**src/rtl/serializador_pkg.sv**
```systemverilog
// Shared types and defaults for the serializador block.
package serializador_pkg;

  localparam int DEF_DATA_WIDTH = 8;

  typedef enum logic [1:0] {
    IDLE    = 2'd0,
    WAIT_DS = 2'd1,
    SHIFT   = 2'd2,
    DONE    = 2'd3
  } state_t;

endpackage

```
**src/rtl/serializador.sv**
```systemverilog
// Parallel-to-serial converter. Takes one word per valid/ready handshake,
// waits for the downstream deserializer to be free, then shifts the word out
// one bit per cycle and closes it with a one-cycle done pulse.
module serializador
  import serializador_pkg::*;
#(
  parameter int DATA_WIDTH = DEF_DATA_WIDTH,
  parameter bit MSB_FIRST  = 1'b1
) (
  input  logic                  clock,
  input  logic                  reset,
  input  logic [DATA_WIDTH-1:0] data_in,
  input  logic                  valid_in,
  output logic                  ready_out,
  input  logic                  busy_in,
  output logic                  data_serial_out,
  output logic                  write_serial_out,
  output logic                  done_out
);

  localparam int CW = $clog2(DATA_WIDTH + 1);
  localparam logic [CW-1:0] LAST_BIT = CW'(DATA_WIDTH - 1);

  state_t                state, state_next;
  logic [DATA_WIDTH-1:0] shreg;
  logic [CW-1:0]         cnt;
  logic                  accept;

  assign accept = (state == IDLE) && valid_in;

  // State register; reset wins over any accept on the same edge.
  always_ff @(posedge clock) begin
    if (reset) state <= IDLE;
    else       state <= state_next;
  end

  // Shift register and bit counter. The counter is held at zero until
  // SHIFT is entered, so it always starts a word from bit 0.
  always_ff @(posedge clock) begin
    if (reset) begin
      shreg <= '0;
      cnt   <= '0;
    end else begin
      case (state)
        IDLE: begin
          if (accept) shreg <= data_in;
          cnt <= '0;
        end
        WAIT_DS: cnt <= '0;
        SHIFT: begin
          // The outgoing bit always sits at the end selected by MSB_FIRST.
          shreg <= MSB_FIRST ? (shreg << 1) : (shreg >> 1);
          cnt   <= cnt + 1'b1;
        end
        default: cnt <= '0;
      endcase
    end
  end

  // Next-state and Moore outputs; busy_in only matters before SHIFT begins.
  always_comb begin
    state_next       = state;
    ready_out        = 1'b0;
    write_serial_out = 1'b0;
    data_serial_out  = 1'b0;
    done_out         = 1'b0;
    case (state)
      IDLE: begin
        ready_out = 1'b1;
        if (valid_in) state_next = busy_in ? WAIT_DS : SHIFT;
      end
      WAIT_DS: begin
        if (!busy_in) state_next = SHIFT;
      end
      SHIFT: begin
        write_serial_out = 1'b1;
        data_serial_out  = MSB_FIRST ? shreg[DATA_WIDTH-1] : shreg[0];
        if (cnt == LAST_BIT) state_next = DONE;
      end
      DONE: begin
        done_out   = 1'b1;
        state_next = IDLE;
      end
      default: state_next = IDLE;
    endcase
  end

endmodule

```
**config.mk**
```make
export PLATFORM = sky130hd
export DESIGN_NAME = serializador
export DESIGN_NICKNAME = d
export VERILOG_FILES = /design/src/rtl/serializador_pkg.sv /design/src/rtl/serializador.sv
export SDC_FILE = /design/constraint.sdc
export NUM_CORES = 1
export LEC_CHECK = 0
export BUFFER_PORTS_ARGS = -buffer_cell sky130_fd_sc_hd__clkbuf_2
export CAP_MARGIN = 5
export CORE_AREA = 2 2 39 41
export DETAILED_ROUTE_END_ITERATION = 6
export DIE_AREA = 0 0 41 43
export GPL_TIMING_DRIVEN = 0
export PLACE_DENSITY = 0.77
export SLEW_MARGIN = 20
export SYNTH_ARGS = -nofsm -noshare
export SYNTH_HDL_FRONTEND = slang
export SYNTH_SLANG_ARGS = --single-unit
```
**constraint.sdc**
```tcl
create_clock -name clock -period 3 [get_ports clock]
set_input_delay 0.15 -clock clock [delete_from_list [all_inputs] [get_ports clock]]
set_output_delay 0.15 -clock clock [all_outputs]
set_load 0.02 [all_outputs]
```
# After elaboration in Yosys (flattened, before gate mapping)
# Index checks and enable logic that the tools add are counted.
# classes
n_eq_ne	8
n_bitwise	1
reduce_logical	6
mux	11
add_sub_neg	1
# ops
operator	n
one-hot mux 8 bit (2 select lines)	1
two-way mux 2 bit	4
two-way mux 8 bit	1
inequality test 2 bit, second input constant	4
one-hot mux 2 bit (4 select lines)	1
adder 4 x 1 -> 4 bit, second input constant	1
equality test 2 bit, second input constant	2
equality test 4 x 3 -> 1 bit, second input constant	1
two-way mux 1 bit	4
AND reduction 3 bit	1
equality test 2 x 1 -> 1 bit, second input constant	1
logical NOT 2 bit	1
AND reduction 2 bit	1
nonzero test 2 bit	1
OR reduction 2 bit	1
logical AND 1 bit	1
NOT 1 bit	1
# totals
output_inout_bits	4
wordCells	30
ff_bits	14

# Logic depth before layout (Yosys ltp)
# Gate-level depths: netlist (run 1).
# logic_depth
ltp_word	4
depth_mapped	6

# Worst setup path after synthesis (run 1)
# OpenSTA, ideal clock, no wires.
# synth_path
path_type	register to register
startpoint	register state[0]
endpoint	register shreg[1]
setup_ns	0.134
setup_slack_ns	1.479
t_required_ns	2.866
stages_incl_launch_ff	7
t_arrival_ns	1.387
n_path_buf	1
cell_sequence	dfxtp_1 > inv_1 > ha_1 > mux2_4 > buf_6 > nor2_1 > a211oi_1
# synth_via
elab_chain_len	4
elab_cells_between_ends	7
# synth_rtl
item	line_no	text
from (decl)	serializador.sv:24	state_t state, state_next;
from (signal assigned)	serializador.sv:34	else state <= state_next;
logical NOT 2 bit	serializador.sv:29, serializador.sv:44	
logical AND 1 bit	serializador.sv:29	assign accept = (state == IDLE) && valid_in;
inequality test 2 bit (no source line)	-	
AND reduction 2 bit (no source line)	-	
to (signal assigned)	serializador.sv:46	if (accept) shreg <= data_in;
to (signal assigned)	serializador.sv:52	shreg <= MSB_FIRST ? (shreg << 1) : (shreg >> 1);
to (decl)	serializador.sv:25	logic [DATA_WIDTH-1:0] shreg;
# Several ways; a longest one is shown, not always the timed one.
# A chain may end at the register's enable or synchronous reset.

# Worst setup path in the final report (run 1)
# layout_path
startpoint	register state[0]
endpoint	output port data_serial_out
# layout_via
elab_chain_len	2
# layout_rtl
item	line_no	text
equality test 2 bit	serializador.sv:67	case (state)
two-way mux 1 bit	serializador.sv:67	
to (decl)	serializador.sv:16	output logic data_serial_out,
# No other way between the ends.

==> report_table.html, run 1 <==
<table>
<tr><th>Metric</th><th>Value</th></tr>
<tr><th colspan="2">Status</th></tr>
<tr><td>Outcome</td><td>complete, no violations</td></tr>
<tr><th colspan="2">Route</th></tr>
<tr><td>Detailed-route via count</td><td>554</td></tr>
<tr><td>DRC violation count after routing</td><td>0</td></tr>
<tr><td>Per-cell via count in the routed design</td><td>5.226</td></tr>
<tr><td>Number of nets with antenna violations after detailed routing</td><td>0</td></tr>
<tr><td>Wire length per cell after detailed routing</td><td>11.28 um</td></tr>
<tr><td>Count of TritonRoute iterations in the first routing pass</td><td>4</td></tr>
<tr><td>Starting DRT DRC Count</td><td>5</td></tr>
<tr><td>Post-detailed-routing wire length</td><td>1196 um</td></tr>
<tr><th colspan="2">Clock network</th></tr>
<tr><td>Clk buf depth</td><td>2</td></tr>
<tr><td>Post-CTS sizing</td><td>0</td></tr>
<tr><td>Clock buffers created by TritonCTS</td><td>3</td></tr>
<tr><td>Clock Pin Slew Worst Setup and Hold Paths</td><td>about 0.090 ns</td></tr>
<tr><td>Number of hold buffers added after CTS</td><td>0</td></tr>
<tr><td>Clock tree from TritonCTS</td><td>yes</td></tr>
<tr><td>CTS HTree Levels</td><td>1</td></tr>
<tr><td>Clk Tree Root Cell</td><td>clkbuf_4</td></tr>
<tr><td>Insertion delay of the later-clocked pin in the worst-skew pair</td><td>0.27 ns</td></tr>
<tr><td>Clk sinks</td><td>14</td></tr>
<tr><td>Buffers inserted by post-CTS timing repair</td><td>0</td></tr>
<tr><th colspan="2">Synthesis</th></tr>
<tr><td>Number of instances in the synthesized netlist</td><td>71</td></tr>
<tr><td>Number of storage elements in the synthesis netlist</td><td>14</td></tr>
<tr><td>Share of the yosys chip area belonging to registers</td><td>0.4058</td></tr>
<tr><td>Most frequently used cell type in the post-synthesis netlist</td><td>dfxtp_1</td></tr>
<tr><td>Avg Synthesized Cell Area</td><td>~10 um^2</td></tr>
<tr><td>Cells taking the most area after synthesis</td><td>dfxtp_1, mux2i_1, ha_1</td></tr>
<tr><td>Main flop type after synthesis</td><td>dfxtp_1</td></tr>
<tr><td>Fraction of post-synthesis cell area in the top cell type by area</td><td>0.4058</td></tr>
<tr><td>Count of flip-flops with a built-in enable after synthesis</td><td>0</td></tr>
<tr><td>Number of warnings issued by yosys</td><td>0</td></tr>
<tr><td>Most frequent cells after synthesis</td><td>dfxtp_1, nor2_1, mux2i_1</td></tr>
<tr><td>Proportion of register bits with asynchronous set or reset after synthesis</td><td>0</td></tr>
<tr><td>Post-synth net total</td><td>88</td></tr>
<tr><td>Library cell with the largest summed area after synthesis</td><td>dfxtp_1</td></tr>
<tr><td>Post-synth design cell area</td><td>between 600 and 700 um^2</td></tr>
<tr><td>Distinct cell type count after synthesis</td><td>23</td></tr>
<tr><th colspan="2">Timing</th></tr>
<tr><td>Part of the cycle the worst path needs</td><td>0.5744</td></tr>
<tr><td>Worst slew margin relative to its limit</td><td>0.7131</td></tr>
<tr><td>Setup ws final</td><td>roughly 1.3 ns</td></tr>
<tr><td>Measured slew at the worst slew-check pin</td><td>about 0.43 ns</td></tr>
<tr><td>Final setup viols</td><td>0</td></tr>
<tr><td>Setup repair after global routing missed its margin</td><td>false</td></tr>
<tr><td>Max-slew violation count</td><td>0</td></tr>
<tr><td>Max Clock Skew</td><td>0.002848 ns</td></tr>
<tr><td>Clock period minus final worst setup slack</td><td>1.723 ns</td></tr>
<tr><td>Count of final hold-check violations</td><td>0</td></tr>
<tr><td>Final TNS setup</td><td>0 ns</td></tr>
<tr><td>Maximum achievable frequency</td><td>580.3 MHz</td></tr>
<tr><th colspan="2">Place</th></tr>
<tr><td>HPWL after detailed placement</td><td>911.7 um</td></tr>
<tr><td>IO Port Bufs</td><td>15</td></tr>
<tr><td>Setup Slack @ Placement</td><td>1.385 ns</td></tr>
<tr><td>Weighted congestion at the end of routability-driven global placement</td><td>0.6850</td></tr>
<tr><th colspan="2">GRT</th></tr>
<tr><td>Maximum number of pins on one net before global-route repair</td><td>11</td></tr>
<tr><td>Vias in the first global route</td><td>533</td></tr>
<tr><td>Global-route wire length before repair</td><td>between 2000 and 2500 um</td></tr>
<tr><td>Antenna violations before repair</td><td>0</td></tr>
<tr><td>Total global routing track utilization</td><td>0.1743</td></tr>
<tr><td>Global route overflow</td><td>0</td></tr>
<tr><th colspan="2">Worst setup path</th></tr>
<tr><td>CP Launch Type</td><td>flip-flop</td></tr>
<tr><td>Worst stage delay on the critical path</td><td>about 0.34 ns</td></tr>
<tr><td>Critical Setup Path Class</td><td>reg2out</td></tr>
<tr><td>Cells along the critical path</td><td>inv_1 &gt; ha_1 &gt; buf_4 &gt; and2_1 &gt; clkbuf_2</td></tr>
<tr><td>Capturing element type of the critical path</td><td>output pin</td></tr>
<tr><td>Required time of the critical path</td><td>2.85 ns</td></tr>
<tr><td>Worst path slowest cell</td><td>dfxtp_1</td></tr>
<tr><td>Signal arrival time at the worst endpoint</td><td>1.57 ns</td></tr>
<tr><td>Crit path max fanout</td><td>10</td></tr>
<tr><th colspan="2">Floorplan</th></tr>
<tr><td>Full die area</td><td>1763 um^2</td></tr>
<tr><td>I/O pin cnt</td><td>16</td></tr>
<tr><td>Die H</td><td>around 43 um</td></tr>
<tr><td>Std cell rows</td><td>14</td></tr>
<tr><td>Core area</td><td>about 1400 um^2</td></tr>
<tr><td>Die Width</td><td>41 um</td></tr>
<tr><td>Initial Utilization</td><td>0.4991</td></tr>
<tr><th colspan="2">Pwr</th></tr>
<tr><td>Pwr/cell area</td><td>957.6 nW/um^2</td></tr>
<tr><td>Leakage power summed over all cells</td><td>roughly 0.36 nW</td></tr>
<tr><td>Worst VDD drop</td><td>approximately 0.00054 V</td></tr>
<tr><td>Power after layout</td><td>between 700 and 800 uW</td></tr>
<tr><th colspan="2">Layout</th></tr>
<tr><td>Number of nets in the layout</td><td>about 110</td></tr>
<tr><td>Layout cells sized above 1</td><td>0.2444</td></tr>
<tr><td>Finished Core Util</td><td>0.5940</td></tr>
<tr><td>Layout Area Growth over Synthesis</td><td>19.02%</td></tr>
<tr><td>Antenna diode count</td><td>0</td></tr>
<tr><th colspan="2">Run</th></tr>
<tr><td>Number of max-cap violations</td><td>0</td></tr>
<tr><th colspan="2">Hold path</th></tr>
<tr><td>Type of the tightest min-delay check</td><td>in2reg</td></tr>
</table>
==> sequential cells by signal (all words and copies together) (netlist names) <==
signal  count
state       2
cnt         4
shreg       8
==> through the flow <==
| step | area (um^2) | cells | hold slack [ns] |
|---|---|---|---|
| floorplan | 690.7 | 71 | 0.3736 |
| global placement | 785.8 | 102 | 0.4276 |
| detailed placement | 785.8 | 102 | 0.4644 |
| CTS | 822.0 | 106 | 0.1871 |
| global route | 822.0 | 106 | 0.1967 |
| finish | 822.0 | 106 | 0.1945 |
==> area by class of cell <==
| class | count | area [um^2] |
|---|---|---|
| fill | 129 | 561.8 |
| multi-input combinational | 51 | 376.6 |
| clock buffer | 4 | 36.28 |
| inverter | 3 | 11.26 |
| sequential | 14 | 280.3 |
| tap | 16 | 20.02 |
| timing repair buffer | 15 | 75.07 |
| buffer | 3 | 22.52 |
==> metal layers <==
layer  vias to the layer above  part of all wire  routed length [um]  track usage
li1                        293                 -                   -            -
met1                       251              0.47                 567       0.2152
met2                         8              0.48                 579       0.2688
met3                         2             0.031                  37      0.04712
met4                         0             0.010                  12      0.08000
met5                         -                 0                   0            0
==> critical path, delay by kind of cell (launching register included) <==
kind          cells  cell delay, ns
flops             1            0.34
buf+inv           3            0.51
fa+ha+maj         1            0.30
simple gates      1            0.15
==> cell usage in the layout (no fill, tap or decap), drive strengths merged, types with 3 or more instances in the layout <==
| master | n |
|---|---|
| nor2 | 12 |
| mux2i | 8 |
| dfxtp | 14 |
| a211oi | 7 |
| inv | 3 |
| clkbuf | 20 |
| ha | 5 |
==> where the power goes <==
group / internal, mW / switching [mW]
registers: 0.241 / 0.0298
clock network: 0.0737 / 0.0593
logic: 0.175 / 0.209
==> cell families (layout without fill, tap and decap cells) <==
group           after synthesis  count (layout)  share of synthesized area
mux                           9               9                     0.1377
xor+xnor                      2               2                    0.02537
flops                        14              14                     0.4058
buf+inv                       6              25                    0.04891
simple gates                 21              21                     0.1377
compound gates               14              14                     0.1540
fa+ha+maj                     5               5                    0.09058
==> worst paths after layout <==
kind	from	endpoint	slack, ns	cells past startpoint
worst max-delay path	state[0]	data_serial_out	1.28	5
worst min-delay path	data_in[4]	shreg[4]	0.19	3
worst max register to register	state[0]	state[0]	1.40	5
worst min register to register	cnt[0]	cnt[0]	0.47	1
Power figures use the tool's default switching activity.
==> run 2: changes to the inputs <==
Settings changed: ABC_AREA from default to 1, CORE_AREA 2 2 39 41 to default, CORE_MARGIN from default to 2, CORE_UTILIZATION from default to 50, DIE_AREA 0 0 41 43 to default, PLACE_DENSITY 0.77 to 0.75.
Clock period 3 ns to 1.8 ns, I/O delays scaled along.
==> run 2 against run 1 <==
Cell area is 2.7% higher. Synthesized area rose by 4.0%. Largest cell class unchanged. Register-to-register slack lost 1.0 ns. Setup slack got worse by 0.99 ns. Clock-buffer cell count fell by 1. First-iteration DRC count unchanged. Critical path type unchanged. Total power is 71% higher. Via count increased by 24%.
==> report_table.html, run 2 <==
<table>
<tr><th>Metric</th><th>Value</th></tr>
<tr><th colspan="2">Pwr</th></tr>
<tr><td>Psw</td><td>608.1 uW</td></tr>
<tr><td>Clk network pwr share</td><td>0.125</td></tr>
<tr><td>Pwr/cell area</td><td>1590 nW/um^2</td></tr>
<tr><td>Worst VDD drop</td><td>~0.00076 V</td></tr>
<tr><td>Pint</td><td>approximately 740 uW</td></tr>
<tr><td>Reg power frac</td><td>0.366</td></tr>
<tr><td>Proportion of power drawn by combinational gates</td><td>0.509</td></tr>
<tr><td>Proportion of total power due to net switching</td><td>0.4527</td></tr>
<tr><td>Leakage power summed over all cells</td><td>0.4420 nW</td></tr>
<tr><th colspan="2">Synthesis</th></tr>
<tr><td>Number of storage elements in the synthesis netlist</td><td>14</td></tr>
<tr><td>Post-synth net total</td><td>between 100 and 150</td></tr>
<tr><td>Most frequently used cell type in the post-synthesis netlist</td><td>nand2_1</td></tr>
<tr><td>Number of warnings issued by yosys</td><td>0</td></tr>
<tr><td>Distinct cell type count after synthesis</td><td>18</td></tr>
<tr><td>Number of instances in the synthesized netlist</td><td>104</td></tr>
<tr><td>Share of the yosys chip area belonging to registers</td><td>0.3902</td></tr>
<tr><td>Fraction of post-synthesis cell area in the top cell type by area</td><td>0.3902</td></tr>
<tr><td>Avg Synthesized Cell Area</td><td>6.906 um^2</td></tr>
<tr><td>Most frequent cells after synthesis</td><td>nand2_1, nor2_1, dfxtp_1</td></tr>
<tr><td>Cells taking the most area after synthesis</td><td>dfxtp_1, nand2_1, nor2_1</td></tr>
<tr><td>Post-synth design cell area</td><td>roughly 720 um^2</td></tr>
<tr><td>Count of flip-flops with a built-in enable after synthesis</td><td>0</td></tr>
<tr><td>Main flop type after synthesis</td><td>dfxtp_1</td></tr>
<tr><td>Library cell with the largest summed area after synthesis</td><td>dfxtp_1</td></tr>
<tr><td>Proportion of register bits with asynchronous set or reset after synthesis</td><td>0</td></tr>
<tr><th colspan="2">Clock network</th></tr>
<tr><td>Insertion delay of the later-clocked pin in the worst-skew pair</td><td>0.27 ns</td></tr>
<tr><td>Clock buffers created by TritonCTS</td><td>3</td></tr>
<tr><td>Clock Pin Slew Worst Setup and Hold Paths</td><td>0.08 ns</td></tr>
<tr><td>Clock tree from TritonCTS</td><td>yes</td></tr>
<tr><td>CTS HTree Levels</td><td>1</td></tr>
<tr><td>Post-CTS sizing</td><td>0</td></tr>
<tr><td>Clk Tree Root Cell</td><td>clkbuf_4</td></tr>
<tr><td>Clk buf depth</td><td>2</td></tr>
<tr><td>Buffers inserted by post-CTS timing repair</td><td>0</td></tr>
<tr><td>Clk sinks</td><td>14</td></tr>
<tr><th colspan="2">GRT</th></tr>
<tr><td>Total global routing track utilization</td><td>0.1722</td></tr>
<tr><td>Global route overflow</td><td>0</td></tr>
<tr><td>Vias in the first global route</td><td>about 580</td></tr>
<tr><td>Maximum number of pins on one net before global-route repair</td><td>11</td></tr>
<tr><td>Global-route wire length before repair</td><td>2311 um</td></tr>
<tr><td>Antenna violations before repair</td><td>0</td></tr>
<tr><th colspan="2">Worst setup path</th></tr>
<tr><td>Depth of the most critical reg-to-reg path</td><td>8</td></tr>
<tr><td>Signal arrival time at the worst endpoint</td><td>1.42 ns</td></tr>
<tr><td>Cells along the critical path</td><td>inv_1 &gt; ha_1 &gt; buf_4 &gt; nand2_1 &gt; inv_1 &gt; clkbuf_2</td></tr>
<tr><td>Reg-to-reg slack, setup</td><td>approximately 0.36 ns</td></tr>
<tr><td>Reg-to-reg critical path endpoint</td><td>shreg[3]</td></tr>
<tr><td>CP Launch Type</td><td>flip-flop</td></tr>
<tr><td>Worst path slowest cell</td><td>dfxtp_1</td></tr>
<tr><td>Worst stage delay on the critical path</td><td>0.38 ns</td></tr>
<tr><td>Most frequent cell on the critical path</td><td>inv_1</td></tr>
<tr><td>Capturing element type of the critical path</td><td>output pin</td></tr>
<tr><td>Critical Setup Path Class</td><td>reg2out</td></tr>
<tr><td>Crit path max fanout</td><td>10</td></tr>
<tr><td>Required time of the critical path</td><td>1.71 ns</td></tr>
<tr><td>Reg2Reg Launch Point</td><td>state[0]</td></tr>
<tr><th colspan="2">Layout</th></tr>
<tr><td>Commonest non-fill, non-tap cells in the layout</td><td>nand2_1, nor2_1, clkbuf_2</td></tr>
<tr><td>Layout cells sized above 1</td><td>0.2195</td></tr>
<tr><td>Number of nets in the layout</td><td>142</td></tr>
<tr><td>Antenna diode count</td><td>0</td></tr>
<tr><td>Number of flip-flops under the largest register name</td><td>8</td></tr>
<tr><td>Non-filler instance count after layout</td><td>roughly 140</td></tr>
<tr><td>Area of the multi-input gates</td><td>between 300 and 400 um^2</td></tr>
<tr><td>Largest registers</td><td>shreg x8, cnt x4, state x2</td></tr>
<tr><td>Commonest non-fill, non-tap cell in the layout</td><td>nand2_1</td></tr>
<tr><td>Register cell area after layout</td><td>280.3 um^2</td></tr>
<tr><td>Largest register by flop count</td><td>shreg</td></tr>
<tr><td>Layout Area Growth over Synthesis</td><td>17.60%</td></tr>
<tr><td>Fillers</td><td>126</td></tr>
<tr><th colspan="2">Route</th></tr>
<tr><td>Per-cell via count in the routed design</td><td>approximately 5</td></tr>
<tr><td>Post-detailed-routing wire length</td><td>1362 um</td></tr>
<tr><td>Detailed-route via count</td><td>approximately 700</td></tr>
<tr><td>Wire length per cell after detailed routing</td><td>9.870 um</td></tr>
<tr><td>Number of nets with antenna violations after detailed routing</td><td>0</td></tr>
<tr><td>Starting DRT DRC Count</td><td>5</td></tr>
<tr><td>DRC violation count after routing</td><td>0</td></tr>
<tr><td>Count of TritonRoute iterations in the first routing pass</td><td>3</td></tr>
<tr><th colspan="2">Status</th></tr>
<tr><td>Outcome</td><td>complete, no violations</td></tr>
<tr><th colspan="2">Hold path</th></tr>
<tr><td>Sink of the worst hold path</td><td>shreg[0]</td></tr>
<tr><td>Hold-critical path depth</td><td>3</td></tr>
<tr><td>Type of the tightest min-delay check</td><td>in2reg</td></tr>
<tr><td>Worst hold path startpoint</td><td>data_in[0]</td></tr>
<tr><th colspan="2">Floorplan</th></tr>
<tr><td>Die H</td><td>41.90 um</td></tr>
<tr><td>I/O pin cnt</td><td>16</td></tr>
<tr><td>Core area</td><td>approximately 1300 um^2</td></tr>
<tr><td>Die Width</td><td>41.90 um</td></tr>
<tr><td>Std cell rows</td><td>13</td></tr>
<tr><td>Full die area</td><td>1756 um^2</td></tr>
<tr><td>Initial Utilization</td><td>0.5451</td></tr>
<tr><th colspan="2">Timing</th></tr>
<tr><td>Measured slew at the worst slew-check pin</td><td>0.2759 ns</td></tr>
<tr><td>Final hold slack</td><td>0.09400 ns</td></tr>
<tr><td>Worst slew margin relative to its limit</td><td>0.8148</td></tr>
<tr><td>Count of final hold-check violations</td><td>0</td></tr>
<tr><td>Clock period minus final worst setup slack</td><td>approximately 1.5 ns</td></tr>
<tr><td>Maximum achievable frequency</td><td>662.3 MHz</td></tr>
<tr><td>Part of the cycle the worst path needs</td><td>0.8388</td></tr>
<tr><td>Max Clock Skew</td><td>0.004552 ns</td></tr>
<tr><td>Final setup viols</td><td>0</td></tr>
<tr><td>Max-slew violation count</td><td>0</td></tr>
<tr><td>Setup repair after global routing missed its margin</td><td>false</td></tr>
<tr><td>Final TNS setup</td><td>0 ns</td></tr>
<tr><td>Setup ws final</td><td>0.2901 ns</td></tr>
<tr><th colspan="2">Place</th></tr>
<tr><td>Placed Cells</td><td>134</td></tr>
<tr><td>IO Port Bufs</td><td>15</td></tr>
<tr><td>Setup Slack @ Placement</td><td>between 0.3 and 0.4 ns</td></tr>
<tr><td>HPWL after detailed placement</td><td>981.3 um</td></tr>
<tr><td>Weighted congestion at the end of routability-driven global placement</td><td>0.7497</td></tr>
<tr><th colspan="2">Run</th></tr>
<tr><td>Number of max-cap violations</td><td>0</td></tr>
</table>
## run 2: changes by cell type after synthesis, sizes merged, moves of 2 or more
cell	previous run	this run
a221oi	2	0
nand2	2	30
a21oi	0	4
inv	3	10
mux2i	8	0
nor2b	2	0
nor2	12	25
o21ai	2	9
a211oi	7	0
## run 2: area by class of cell
cell class	instances	share of cell area
Buffer	1	0.008889
Timing Repair Buffer	16	0.1007
Multi-Input combinational cell	79	0.4622
Clock buffer	3	0.02667
Sequential cell	14	0.3319
Tap cell	15	0.02222
Inverter	10	0.04741
## run 2: how the worst max path moves through the flow
stage,start,end,cells past startpoint
6_report,state[0],data_serial_out,6
5_1_grt,state[0],data_serial_out,6
4_1_cts,state[0],data_serial_out,6
3_5_place_dp,state[0],state[0],8
3_3_place_gp,state[0],shreg[7],8
2_1_floorplan,state[0],shreg[1],7
## run 2: kinds of logic after synthesis
group | count (synthesis) | synth area share
buffers and inverters | 11 | 0.06622
AND/OR/NAND/NOR | 61 | 0.3606
flip-flops | 14 | 0.3902
AO/OA/AOI/OAI | 13 | 0.09581
adder cells (fa/ha/maj) | 5 | 0.08711
## run 2: power groups by stage
| stage | clock network (mW) | registers, mW | logic [mW] |
|---|---|---|---|
| finish | 0.169 | 0.491 | 0.683 |
| detailed placement | 0 | 0.495 | 0.683 |
| global route | 0.191 | 0.503 | 0.767 |
| floorplan | 0 | 0.480 | 0.542 |
| CTS | 0.176 | 0.489 | 0.691 |
| global placement | 0 | 0.490 | 0.669 |
## run 2: per-stage QoR
| stage | power (mW) | cell area, um^2 | util |
|---|---|---|---|
| floorplan | 1.022 | 718.2 | - |
| global placement | 1.159 | 812.0 | 0.6163 |
| detailed placement | 1.178 | 812.0 | 0.6163 |
| CTS | 1.356 | 844.6 | 0.6410 |
| global route | 1.461 | 844.6 | 0.6410 |
| finish | 1.343 | 844.6 | 0.6410 |
## run 2: repair_timing
item	CTS	global route
hold endpoints to repair	1	0
endpoints found under the setup margin	0	0
hold buffers	1	0
## run 2: layer usage
layer	track usage	wire, um	up-vias
met5	0	0	-
met4	0.07742	20	0
met3	0.03913	61	4
met2	0.2875	610	14
met1	0.2086	670	303
li1	-	-	365
## run 2: worst max-delay path, delay by kind of cell, from the launching register on
kind | cells | cell delay [ns]
fa+ha+maj | 1 | 0.25
buf+inv | 4 | 0.44
flops | 1 | 0.38
simple gates | 1 | 0.07
